## src/rtl/debounce_pkg.sv

```systemverilog
// Shared definitions for the debounce controller: FSM state encoding and glitch-counter limits.
package debounce_pkg;

    typedef logic [1:0] state_t;

    localparam state_t STABLE_LOW  = 2'b00;
    localparam state_t CHECK_HIGH  = 2'b01;
    localparam state_t STABLE_HIGH = 2'b10;
    localparam state_t CHECK_LOW   = 2'b11;

    localparam int GLITCH_W_DEFAULT = 8;
    localparam logic [GLITCH_W_DEFAULT-1:0] GLITCH_MAX = 8'hFF;

    // A qualification is in progress (Timer must be counting) only in the CHECK states.
    function automatic logic is_check(input state_t st);
        return (st == CHECK_HIGH) || (st == CHECK_LOW);
    endfunction

endpackage

```

## src/rtl/sync_2ff_chain.sv

```systemverilog
// Multi-flop synchroniser for a single asynchronous level; reset loads the idle level.
module sync_2ff_chain #(
    parameter int   NUM_SYNC    = 2,
    parameter logic RESET_LEVEL = 1'b0
) (
    input  logic CLK,
    input  logic RST,
    input  logic raw,
    output logic synced
);

    logic [NUM_SYNC-1:0] chain_r;

    // Shift the raw level through the flop chain.
    always_ff @(posedge CLK or negedge RST) begin
        if (!RST) begin
            chain_r <= {NUM_SYNC{RESET_LEVEL}};
        end else begin
            chain_r <= {chain_r[NUM_SYNC-2:0], raw};
        end
    end

    assign synced = chain_r[NUM_SYNC-1];

endmodule

```

## src/rtl/debounce_ctrl.sv

```systemverilog
// Debounce controller: qualifies each synchronised input change with an external Timer
// before committing it, and reports commits as pulses and aborted attempts as a glitch count.
module debounce_ctrl
    import debounce_pkg::*;
#(
    parameter int   NUM_SYNC    = 2,
    parameter logic RESET_LEVEL = 1'b0,
    parameter int   GLITCH_W    = 8
) (
    input  logic                CLK,
    input  logic                RST,
    input  logic                noisy_in,
    input  logic                timer_DONE,
    output logic                timer_EN,
    output logic                debounced_out,
    output logic                rise_pulse,
    output logic                fall_pulse,
    output logic [GLITCH_W-1:0] glitch_cnt
);

    localparam state_t              RESET_STATE = RESET_LEVEL ? STABLE_HIGH : STABLE_LOW;
    localparam logic [GLITCH_W-1:0] GLITCH_SAT  = {GLITCH_W{1'b1}};

    logic                sync_in_s;
    state_t              state_r;
    state_t              next_state_s;
    logic                abort_s;
    logic                timer_en_r;
    logic                level_r;
    logic                rise_r;
    logic                fall_r;
    logic [GLITCH_W-1:0] glitch_r;
    logic                timer_en_nxt_s;
    logic                level_nxt_s;
    logic                rise_nxt_s;
    logic                fall_nxt_s;
    logic [GLITCH_W-1:0] glitch_nxt_s;

    sync_2ff_chain #(
        .NUM_SYNC    (NUM_SYNC),
        .RESET_LEVEL (RESET_LEVEL)
    ) u_sync (
        .CLK    (CLK),
        .RST    (RST),
        .raw    (noisy_in),
        .synced (sync_in_s)
    );

    // State register.
    always_ff @(posedge CLK or negedge RST) begin
        if (!RST) begin
            state_r <= RESET_STATE;
        end else begin
            state_r <= next_state_s;
        end
    end

    // Next-state logic; a revert of the input outranks timer_DONE, so a simultaneous DONE is an abort.
    always_comb begin
        next_state_s = state_r;
        abort_s      = 1'b0;
        case (state_r)
            STABLE_LOW: begin
                if (sync_in_s) next_state_s = CHECK_HIGH;
                else           next_state_s = STABLE_LOW;
            end
            CHECK_HIGH: begin
                if (!sync_in_s) begin
                    next_state_s = STABLE_LOW;
                    abort_s      = 1'b1;
                end else if (timer_DONE) begin
                    next_state_s = STABLE_HIGH;
                end else begin
                    next_state_s = CHECK_HIGH;
                end
            end
            STABLE_HIGH: begin
                if (!sync_in_s) next_state_s = CHECK_LOW;
                else            next_state_s = STABLE_HIGH;
            end
            CHECK_LOW: begin
                if (sync_in_s) begin
                    next_state_s = STABLE_HIGH;
                    abort_s      = 1'b1;
                end else if (timer_DONE) begin
                    next_state_s = STABLE_LOW;
                end else begin
                    next_state_s = CHECK_LOW;
                end
            end
            default: begin
                next_state_s = RESET_STATE;
                abort_s      = 1'b0;
            end
        endcase
    end

    // Output decode from the transition being taken, so every output is a registered copy.
    always_comb begin
        timer_en_nxt_s = is_check(next_state_s);
        level_nxt_s    = (next_state_s == STABLE_HIGH) || (next_state_s == CHECK_LOW);
        rise_nxt_s     = (state_r == CHECK_HIGH) && (next_state_s == STABLE_HIGH) && !abort_s;
        fall_nxt_s     = (state_r == CHECK_LOW)  && (next_state_s == STABLE_LOW)  && !abort_s;
        if (abort_s && (glitch_r != GLITCH_SAT)) begin
            glitch_nxt_s = glitch_r + GLITCH_W'(1);
        end else begin
            glitch_nxt_s = glitch_r;
        end
    end

    // Output registers.
    always_ff @(posedge CLK or negedge RST) begin
        if (!RST) begin
            timer_en_r <= 1'b0;
            level_r    <= RESET_LEVEL;
            rise_r     <= 1'b0;
            fall_r     <= 1'b0;
            glitch_r   <= {GLITCH_W{1'b0}};
        end else begin
            timer_en_r <= timer_en_nxt_s;
            level_r    <= level_nxt_s;
            rise_r     <= rise_nxt_s;
            fall_r     <= fall_nxt_s;
            glitch_r   <= glitch_nxt_s;
        end
    end

    assign timer_EN      = timer_en_r;
    assign debounced_out = level_r;
    assign rise_pulse    = rise_r;
    assign fall_pulse    = fall_r;
    assign glitch_cnt    = glitch_r;

endmodule

```

## config.mk

```make
export PLATFORM = sky130hd
export DESIGN_NAME = debounce_ctrl
export DESIGN_NICKNAME = d
export VERILOG_FILES = /design/src/rtl/debounce_pkg.sv /design/src/rtl/sync_2ff_chain.sv /design/src/rtl/debounce_ctrl.sv
export SDC_FILE = /design/constraint.sdc
export NUM_CORES = 1
export LEC_CHECK = 0
export ABC_AREA = 1
export CAP_MARGIN = 15
export CORE_UTILIZATION = 42
export CTS_CLUSTER_SIZE = 16
export DETAILED_ROUTE_END_ITERATION = 8
export MAX_ROUTING_LAYER = met4
export PLACE_DENSITY = 0.79
export SLEW_MARGIN = 20
export SYNTH_ARGS = -nofsm -noshare
export SYNTH_HDL_FRONTEND = slang
export SYNTH_SLANG_ARGS = --single-unit
```

## constraint.sdc

```tcl
create_clock -name CLK -period 1.1 [get_ports CLK]
set_input_delay 0.33 -clock CLK [delete_from_list [all_inputs] [get_ports CLK]]
set_output_delay 0.33 -clock CLK [all_outputs]
set_load 0.01 [all_outputs]
```

==> impl_metrics.json, run 1 <==
{
  "status": "finished, violations left",
  "violations": "setup timing",
  "clk_path_buf_depth": 2,
  "clock_skew_ns": 0.00105,
  "power.density_nw_per_um2": 2190,
  "ios": 16,
  "p_total_w": 0.00234,
  "cts_hold_buf": 0,
  "ys_types": 15,
  "port_buffers": 15,
  "synthToLayoutAreaGrowth_pct": 50.4,
  "grt_pass1_vias": 684,
  "grt_pass1_wl_um": 2930,
  "synth_top_area_share_pct": 52.9,
  "core_um2": 1540,
  "hpwlAfterDp_um": 1050,
  "cts-buffers-inserted": 3,
  "cp.arrival_ns": 1.44,
  "antennaDiodeCount": 0,
  "avgRoutedWirePerCell_um": 12.6,
  "seq_area_frac_synth_pct": 52.9,
  "clkSinkCount": 15,
  "gp_congestion": 0.801,
  "tritoncts": "done",
  "vias_per_cell": 5.12,
  "min_period_ns": 1.26,
  "htreeDepth": 1,
  "ant_nets": 0,
  "rsz0062_at_grt": "true",
  "path_clk_slew_ns": 0.09,
  "critPathCaptureType": "register",
  "dpl-instance-area_um2": 970,
  "yosys_warnings": 0,
  "finalSetupViolations": 20,
  "layout_setup_ws_ns": -0.159,
  "drt-initial-drc-count": 10,
  "dr.pass1.iters": 4,
  "antenna_found_initial": 0,
  "synth_area_um2": 709,
  "r2r_slack_ns": -0.16,
  "grt_max_degree": 16,
  "chipWidth_um": 43.1,
  "synth.net_count": 91,
  "worstPathRequired_ns": 1.29,
  "vias": 706,
  "drt_wl_total_um": 1740,
  "final_nets": 128,
  "synth_cells": 86,
  "synth.largest_area_cell": "dfrtp_1",
  "hold_viol": 0,
  "drive_above_1_share_pct": 39.3,
  "worst_pin_slew_ns": 0.190,
  "hp-class": "reg -> reg",
  "worstSetupPathType": "reg -> reg",
  "critPathLaunchType": "register",
  "yosys-top-cells-area": "dfrtp_1 53%, nand2_1 19%, nand3_1 4.2%",
  "power_leakage_nw": 0.577,
  "ys_ff_latch": 15,
  "start_util_pct": 46.0,
  "cp_max_fo": 2,
  "max_freq_mhz": 794,
  "die-area_um2": 1860,
  "max_slew_margin_pct": 87.3,
  "max_cap_violations": 0,
  "clk-insertion-delay-late_ns": 0.28,
  "period_share_pct": 114,
  "slew_violations": 0,
  "postLayoutCellArea_um2": 1070,
  "avgSynthCellArea_um2": 8.25,
  "drc": 0,
  "grt_overflow": 0,
  "clock-root-buffer": "clkbuf_4",
  "ir_drop_mv": 1.52,
  "die_y_um": 43.1,
  "grt_usage_pct": 22.7,
  "core.rowCount": 14
}
==> worst max-delay path, stage by stage, from the launching register on <==
cell and delay, ns:
dfrtp_1 0.41, buf_6 0.13, ha_4 0.16, nand2_4 0.06
nor2_4 0.04, buf_6 0.11, xor2_1 0.13, nand2_1 0.06
nand2_1 0.05
==> per-layer routing <==
layer	wire length (µm)	vias to the layer above	global-route usage (%)
li1	-	342	-
met1	702	337	26.2
met2	922	21	35.8
met3	74	6	6.38
met4	39	0	11.5
met5	0	-	-
==> layout make-up <==
| type | count | area (µm²) |
|---|---|---|
| inverters | 8 | 37.5 |
| clock inverters | 1 | 5.00 |
| flip-flops and latches | 15 | 375 |
| well taps | 16 | 20.0 |
| multi-input cells | 64 | 373 |
| repair buffers | 31 | 234 |
| fillers | 122 | 474 |
| clock buffers | 3 | 22.5 |
==> state kept, by name, summed over array words and instances (netlist names) <==
signal	count
glitch_cnt	8
state_r	2
u_sync.chain_r	2
fall_pulse	1
rise_pulse	1
timer_EN	1
==> path summary, 6_finish.rpt <==
| check | start | end | depth (start not counted) |
|---|---|---|---|
| worst max-delay path | glitch_cnt[0] | glitch_cnt[4] | 8 |
| worst min-delay path | u_sync.chain_r[0] | u_sync.chain_r[1] | 0 |
| worst max register to register | glitch_cnt[0] | glitch_cnt[4] | 8 |
| worst min register to register | u_sync.chain_r[0] | u_sync.chain_r[1] | 0 |
| max in group asynchronous | RST | glitch_cnt[0] | 2 |
| min in group asynchronous | RST | glitch_cnt[4] | 2 |
==> timing repair <==
action	4_1_cts	5_1_grt
pin swaps	3	6
cloned	1	0
resized for setup	57	13
setup endpoints to repair	20	20
buffers inserted	7	0
==> power breakdown <==
part / total, W / leakage (nW) / switching [W] / internal [W]
Clock: 0.000315 / 0.0177 / 0.000180 / 0.000135
Combinational: 0.00125 / 0.364 / 0.000663 / 0.000589
Sequential: 0.000769 / 0.195 / 0.0000785 / 0.000691
Total: 0.00234 / 0.577 / 0.000921 / 0.00141
==> placed cells by master, fill, tap and decap left out, types with 2 or more instances in the layout <==
cell and n:
nand2_2 3, clkdlybuf4s50_1 3, nor2_2 2, nand2_4 4, xor2_1 2, a21boi_0 2
nand3_1 5, inv_1 6, dfrtp_1 15, nor2_1 5, buf_4 12, nand2_1 32
buf_2 12, clkbuf_4 3, buf_6 3
==> Yosys cell counts, drive strengths merged <==
library cell   n
a21boi         2
dfrtp         15
ha             1
inv            8
nand2         39
nand3          6
nand4          1
nor2           8
o21ai          3
xnor2          1
xor2           2
==> per-stage QoR <==
stage	hold WS (ns)	utilization, %	TNS (ns)	std cells	setup slack, ns
detailed placement	0.340	62.9	-2.71	127	-0.193
finish	0.362	69.2	-1.50	138	-0.159
global route	0.370	69.2	-2.36	138	-0.222
CTS	0.369	66.7	-1.46	139	-0.150
floorplan	0.0344	-	-1.00	86	-0.146
global placement	0.335	62.9	-2.24	127	-0.171
==> cell families after synthesis <==
family | share of synthesized area, %
adders and majority gates | 1.76
and+or+nand+nor | 32.8
DFF | 52.9
xor gates and xnor gates | 3.70
AOI/OAI and AO/OA | 4.23
buffers and inverters | 4.59
(Power assumes the default switching activity.)
==> inputs of run 2 (changes only) <==
Settings changed: SETUP_SLACK_MARGIN set to 0.02.
==> results of run 2 <==
Final layout, timing and power as in run 1 (identical DEF).
